<file path="src/rtl/bp_pkg.sv">
// Shared constants, FSM encoding and saturating-counter helper for branch_predictor.
package bp_pkg;

  localparam logic [1:0] ST_MISS_NT = 2'd0;
  localparam logic [1:0] ST_MISS_T  = 2'd1;
  localparam logic [1:0] ST_HIT     = 2'd2;
  localparam logic [1:0] ST_NONE    = 2'd3;

  localparam logic [1:0] CTR_MIN = 2'b00;
  localparam logic [1:0] CTR_WNT = 2'b01;
  localparam logic [1:0] CTR_MAX = 2'b11;

  typedef enum logic {
    S_INIT = 1'b0,
    S_RUN  = 1'b1
  } bp_state_e;

  // Move one step toward the resolved direction, clamping at both ends.
  function automatic logic [1:0] ctr_step(input logic [1:0] ctr, input logic taken);
    logic [1:0] nxt;
    nxt = ctr;
    if (taken && (ctr != CTR_MAX)) nxt = ctr + 2'd1;
    else if (!taken && (ctr != CTR_MIN)) nxt = ctr - 2'd1;
    return nxt;
  endfunction

endpackage

</file>
<file path="src/rtl/bp_counter_table.sv">
// 2^IDX_W x 2-bit counter table: async read, sync training write and the
// power-up sweep that fills every entry with weakly-not-taken.
module bp_counter_table
  import bp_pkg::*;
#(
  parameter int IDX_W = 6
) (
  input  logic             clk,
  input  logic             rst,
  input  logic [IDX_W-1:0] rd_idx,
  output logic [1:0]       rd_ctr,
  input  logic             train_en,
  input  logic             train_taken,
  input  logic [IDX_W-1:0] train_idx,
  output logic             run,
  output logic             init_done
);

  localparam int ENTRIES = 1 << IDX_W;

  logic [1:0]       mem [ENTRIES];
  bp_state_e        state;
  logic [IDX_W-1:0] ptr;

  always_ff @(posedge clk) begin
    if (rst) begin
      state     <= S_INIT;
      ptr       <= '0;
      init_done <= 1'b0;
    end else begin
      init_done <= (state == S_RUN);
      if (state == S_INIT) begin
        ptr <= ptr + 1'b1;
        if (ptr == '1) state <= S_RUN;
      end
    end
  end

  // NOTE: the storage array has no reset; the sweep gives every entry a known
  // value before any read is allowed to see it.
  always_ff @(posedge clk) begin
    if (state == S_INIT) mem[ptr] <= CTR_WNT;
    else if (train_en) mem[train_idx] <= ctr_step(mem[train_idx], train_taken);
  end

  assign run    = (state == S_RUN);
  assign rd_ctr = run ? mem[rd_idx] : CTR_MIN;

endmodule

</file>
<file path="src/rtl/branch_predictor.sv">
// Branch direction predictor: IF lookup, IF->ID->EX prediction pipe, EX verdict
// and training. Define BP_GSHARE_EN to hash the index with global history.
module branch_predictor
  import bp_pkg::*;
#(
  parameter int IDX_W  = 6,
  parameter int HIST_W = 6
) (
  input  logic        clk,
  input  logic        rst,
  input  logic [31:0] IF_pc,
  input  logic        ID_Stall,
  input  logic        ID_Flush,
  input  logic        EX_Flush,
  input  logic        EX_Branch,
  input  logic        EX_branch_taken,
  output logic [1:0]  ID_branch_prediction,
  output logic [1:0]  prediction_status,
  output logic        init_done
);

  logic [IDX_W-1:0] if_idx;
  logic [IDX_W-1:0] ID_idx;
  logic [IDX_W-1:0] EX_idx;
  logic [1:0]       if_ctr;
  logic [1:0]       EX_pred;
  logic             run;
  logic             train_en;
  logic             unused_bits;

  assign train_en    = run & EX_Branch;
  assign unused_bits = ^{IF_pc[31:IDX_W+2], IF_pc[1:0], EX_pred[0]};

`ifdef BP_GSHARE_EN
  logic [HIST_W-1:0] ghr;

  assign if_idx = IF_pc[IDX_W+1:2] ^ IDX_W'(ghr);

  // History is speculative-free: it only moves on resolved branches, and a
  // flush never rewinds it.
  always_ff @(posedge clk) begin
    if (rst) ghr <= '0;
    else if (train_en) ghr <= HIST_W'({ghr, EX_branch_taken});
  end
`else
  localparam int unused_hist_w = HIST_W;

  assign if_idx = IF_pc[IDX_W+1:2];
`endif

  bp_counter_table #(
    .IDX_W(IDX_W)
  ) u_table (
    .clk        (clk),
    .rst        (rst),
    .rd_idx     (if_idx),
    .rd_ctr     (if_ctr),
    .train_en   (train_en),
    .train_taken(EX_branch_taken),
    .train_idx  (EX_idx),
    .run        (run),
    .init_done  (init_done)
  );

  always_ff @(posedge clk) begin
    if (rst) begin
      ID_branch_prediction <= CTR_MIN;
      ID_idx               <= '0;
      EX_pred              <= CTR_MIN;
      EX_idx               <= '0;
    end else begin
      if (ID_Flush) begin
        ID_branch_prediction <= CTR_MIN;
        ID_idx               <= '0;
      end else if (!ID_Stall) begin
        ID_branch_prediction <= if_ctr;
        ID_idx               <= if_idx;
      end
      // A stalled ID must not also advance into EX, so EX takes a bubble.
      if (EX_Flush || ID_Stall) begin
        EX_pred <= CTR_MIN;
        EX_idx  <= '0;
      end else begin
        EX_pred <= ID_branch_prediction;
        EX_idx  <= ID_idx;
      end
    end
  end

  // NOTE: every output of a combinational block gets a default first so no
  // path can leave it unassigned and infer a latch.
  always_comb begin
    prediction_status = ST_NONE;
    if (EX_Branch) begin
      if (EX_branch_taken == EX_pred[1]) prediction_status = ST_HIT;
      else if (EX_branch_taken)          prediction_status = ST_MISS_NT;
      else                               prediction_status = ST_MISS_T;
    end
  end

endmodule

</file>
<file path="config.mk">
export PLATFORM = sky130hd
export DESIGN_NAME = branch_predictor
export DESIGN_NICKNAME = d
export VERILOG_FILES = /design/src/rtl/bp_pkg.sv /design/src/rtl/bp_counter_table.sv /design/src/rtl/branch_predictor.sv
export SDC_FILE = /design/constraint.sdc
export NUM_CORES = 1
export LEC_CHECK = 0
export BUFFER_PORTS_ARGS = -buffer_cell sky130_fd_sc_hd__buf_2
export CELL_PAD_IN_SITES_DETAIL_PLACEMENT = 1
export CELL_PAD_IN_SITES_GLOBAL_PLACEMENT = 2
export CORE_MARGIN = 10
export CORE_UTILIZATION = 48
export CTS_CLUSTER_DIAMETER = 50
export DETAILED_ROUTE_END_ITERATION = 10
export PLACE_DENSITY = 0.95
export SYNTH_ARGS = -nofsm -noshare
export SYNTH_HDL_FRONTEND = slang
export SYNTH_SLANG_ARGS = --single-unit
export TNS_END_PERCENT = 30
</file>
<file path="constraint.sdc">
create_clock -name clk -period 11.5 [get_ports clk]
set_input_delay 1.15 -clock clk [delete_from_list [all_inputs] [get_ports clk]]
set_output_delay 1.15 -clock clk [all_outputs]
set_load 0.03 [all_outputs]
</file>
==> impl_results.md <==
- Compound-Gate Fraction of Synth Area: 0.04046
- Max-slew violation count: 0
- Cts hold-fix bufs: 0
- Setup Viol. Count Final: 0
- DR WL/cell: 26.35 µm
- Post-synth EDFFs: 128
- CP cell instances: buf_4 > mux4_2 > mux2_2 > nand2_1 > o211ai_1 > a32oi_1 > inv_1 > ha_1 > mux2_2 > xnor2_1 > nand3_2 > buf_4
- TritonCTS Sinks: 151
- Least-Margin Pin Slew: 1.370 ns
- Worst Skew: 0.01221 ns
- First-pass GRT wire length: 30.75 mm
- Slew headroom: 0.08082
- Nets: 569
- Simple-Gate Fraction of Synth Area: 0.1006
- Post-synth cell types: 49
- Hold Startpoint: ID_idx[4]$_SDFFE_PP0N_
- Dominant synthesized flop cell: edfxtp_1
- Critical Path Source: EX_idx[1]$_SDFF_PP0_
- Startpoint Class: flop
- Asr flop ratio synth: 0
- Layout cells sized above 1: 0.2189
- Worst Path Arrival: 4.40 ns
- Crit path time final: 4.254 ns
- DIE WIDTH: 145.1 µm
- Setup_tns: 0 ns
- Crit-path max FO: 64
- Cell count after synthesis: 521
- PortBufs: 17
- Final hold violations: 0
- CP Class: flop to flop
- Max Clk Rate: 0.2351 GHz
- Placer Congestion: 0.8213
- Iter 0 DRT Violations: 447
- Area Overhead vs Synth: 10.29%
- Via count: 4,745
- GRT Total Usage: 0.1889
- Largest net degree at the start of global routing: 65
- FP Rows: 45
- Synth top area cells: edfxtp_1 51%, mux4_2 14%, dfxtp_1 6.1%, mux2i_1 5.7%, nor2_1 4.1%
- I/O Pins: 44
- Mux cell area share after synthesis: 0.2491
- Vias in the first global route: 5,289
- Post-Synth XOR/XNOR Area: 0.005828
- Seq cells post-synth: 151
- Antenna diode count: 0
- CTS buffer count: 17
- Peak VDD IR: 106.9 µV
- RSZ-0062 raised after global routing: no
- Max_cap viols: 0
- Grt ovf: 0
- Worst flop-to-flop path startpoint: EX_idx[1]$_SDFF_PP0_
- Post-route insts no fill: 750
- Syn_nets: 564
- Initial antenna violation count: 0
- Top cell type's share of synthesized area: 0.5115
- Sequential area share after synthesis: 0.5728
- Root Driver: clkbuf_16
- CTS H-tree depth: 4
- Post-Syn Area: 7515 µm²
- Worst setup EP type: flop
- Vias per std cell: 6.327
- Core area: 15,260 µm²
- Clock-pin slew on the worst setup and hold paths: 0.06 ns
- Avg Cell Area, Syn: 14.42 µm²
- Initial core utilization: 0.4925
- Cells after DPL: 718
- Outcome: complete, no violations
- Worst stage delay on the critical path: 0.58 ns
- Synth area leader: edfxtp_1
- LEAKAGE: 0.002864 µW
- Detail Route Antenna Nets: 0
- Clk_lat worst skew: 0.44 ns
- Post-CTS Setup Repair Bufs: 0
- Die H: 145.1 µm
- Clk buf depth: 2
- Synth Area in Adders: 0.006660
- Post-CTS Resized: 0
- Slowest CP cell: mux4_2
- Total Routed Length: 19.76 mm
- DRC errors left: 0
- CTS tree: done
- Die ar.: 21,060 µm²
- Synth Warn #: 0
- DPL Wire Length: 12.82 mm
- Worst EP required: 11.64 ns
- First-pass DRT Iterations: 7
- Min-delay worst type: flop to flop
- Largest family of logic cells by synthesized area: multiplexers
- Final period util: 0.3699
- Pwr Density: 139.5 nW/µm²
-- synth_stat cells (all sizes together), types with 2 or more instances --
library cell,count
edfxtp,128
nor2,83
mux4,55
mux2i,43
dfxtp,23
nand2,23
buf,19
clkbuf,18
mux2,15
nand2b,10
o21ai,10
nand3b,9
nand3,8
and2,7
nor3,7
o22ai,6
a21oi,5
nor2b,5
a31oi,4
ha,4
inv,4
nand4b,3
o211ai,3
xor2,3
a32o,2
a41o,2
and3,2
nor4,2
o21a,2
o311ai,2
xnor2,2
-- layout make-up --
type	count	area (µm²)
Inverter	4	15.01
Multi-Input combinational cell	329	3044
Clock inverter	14	100.1
Sequential cell	151	4305
Timing Repair Buffer	23	130.1
Tap cell	211	264.0
Clock buffer	18	429.2
Fill cell	1473	6970
-- placed cells by master (no fill, tap or decap), types with 2 or more instances in the layout --
master,instances
nor3_1,7
inv_6,3
a31oi_1,4
a21oi_1,5
nand2b_1,10
o22ai_1,5
nor4_1,2
clkbuf_16,17
inv_1,4
o21ai_0,9
and2_1,7
and3_1,2
buf_4,6
o21a_1,2
mux2_2,15
clkinv_1,2
o211ai_1,2
xnor2_1,2
dfxtp_1,22
o311ai_0,2
mux4_2,46
nand2_1,23
xor2_1,3
nor2b_1,5
mux2i_1,43
buf_2,17
nand3b_1,9
edfxtp_1,128
mux4_1,9
ha_1,4
a41o_1,2
nor2_1,83
nand3_1,7
a32o_1,2
nand4b_1,3
clkinvlp_4,7
-- path summary, 6_finish.rpt --
kind / end / slack, ns / depth (start not counted)
worst max-delay path: u_table.mem[55][0]$_DFFE_PP_ / 7.25 / 12
worst max register to register: u_table.mem[55][0]$_DFFE_PP_ / 7.25 / 12
worst min register to register: EX_idx[4]$_SDFF_PP0_ / 0.47 / 1
worst min-delay path: EX_idx[4]$_SDFF_PP0_ / 0.47 / 1
-- kinds of logic (layout without fill, tap and decap cells) --
kind of cell / after synthesis / count (layout)
compound gates: 44 / 44
mux: 113 / 113
fa+ha+maj: 4 / 4
flops: 151 / 151
xor+xnor: 5 / 5
simple gates: 163 / 163
buf+inv: 41 / 59
-- per-stage QoR --
step	instance area (µm²)	setup WS (ns)	hold WS, ns	utilization	total power, µW
final	8288	7.246	0.4666	0.5432	1156
after global routing	8288	6.999	0.4861	0.5432	1194
after CTS	8288	7.259	0.4735	0.5432	1163
after detailed placement	7759	7.304	0.4533	0.5085	666.0
after global placement	7759	7.479	0.4418	0.5085	663.0
after floorplan	7515	6.850	0.4295	-	644.8
-- layer usage --
layer,track usage,up-vias,part of all wire
li1,-,2051,-
met1,0.2232,2460,0.39
met2,0.3176,186,0.51
met3,0.04688,48,0.065
met4,0.08797,0,0.033
met5,0,-,0
-- power by group --
group,switching [µW],internal [µW],total [µW],leakage (µW)
logic,40.7,22.6,63.3,0.00109
registers,3.04,589,592,0.00154
clock network,226,275,501,0.000236
-- critical path, delay by kind of cell (launching register included) --
family	cells	cell delay, ns
and+or+nand+nor	2	0.20
buffers and inverters	3	1.16
muxes	3	1.15
adders and majority gates	1	0.23
DFF	1	0.32
xor gates and xnor gates	1	0.15
AOI/OAI and AO/OA	2	0.66
-- flip-flops by register name, indices dropped and copies added (netlist names) --
register / flops
u_table.mem: 128
EX_idx: 6
ID_idx: 6
u_table.ptr: 6
ID_branch_prediction: 2
EX_pred: 1
u_table.init_done: 1
u_table.run: 1
Power figures use the tool's default switching activity.
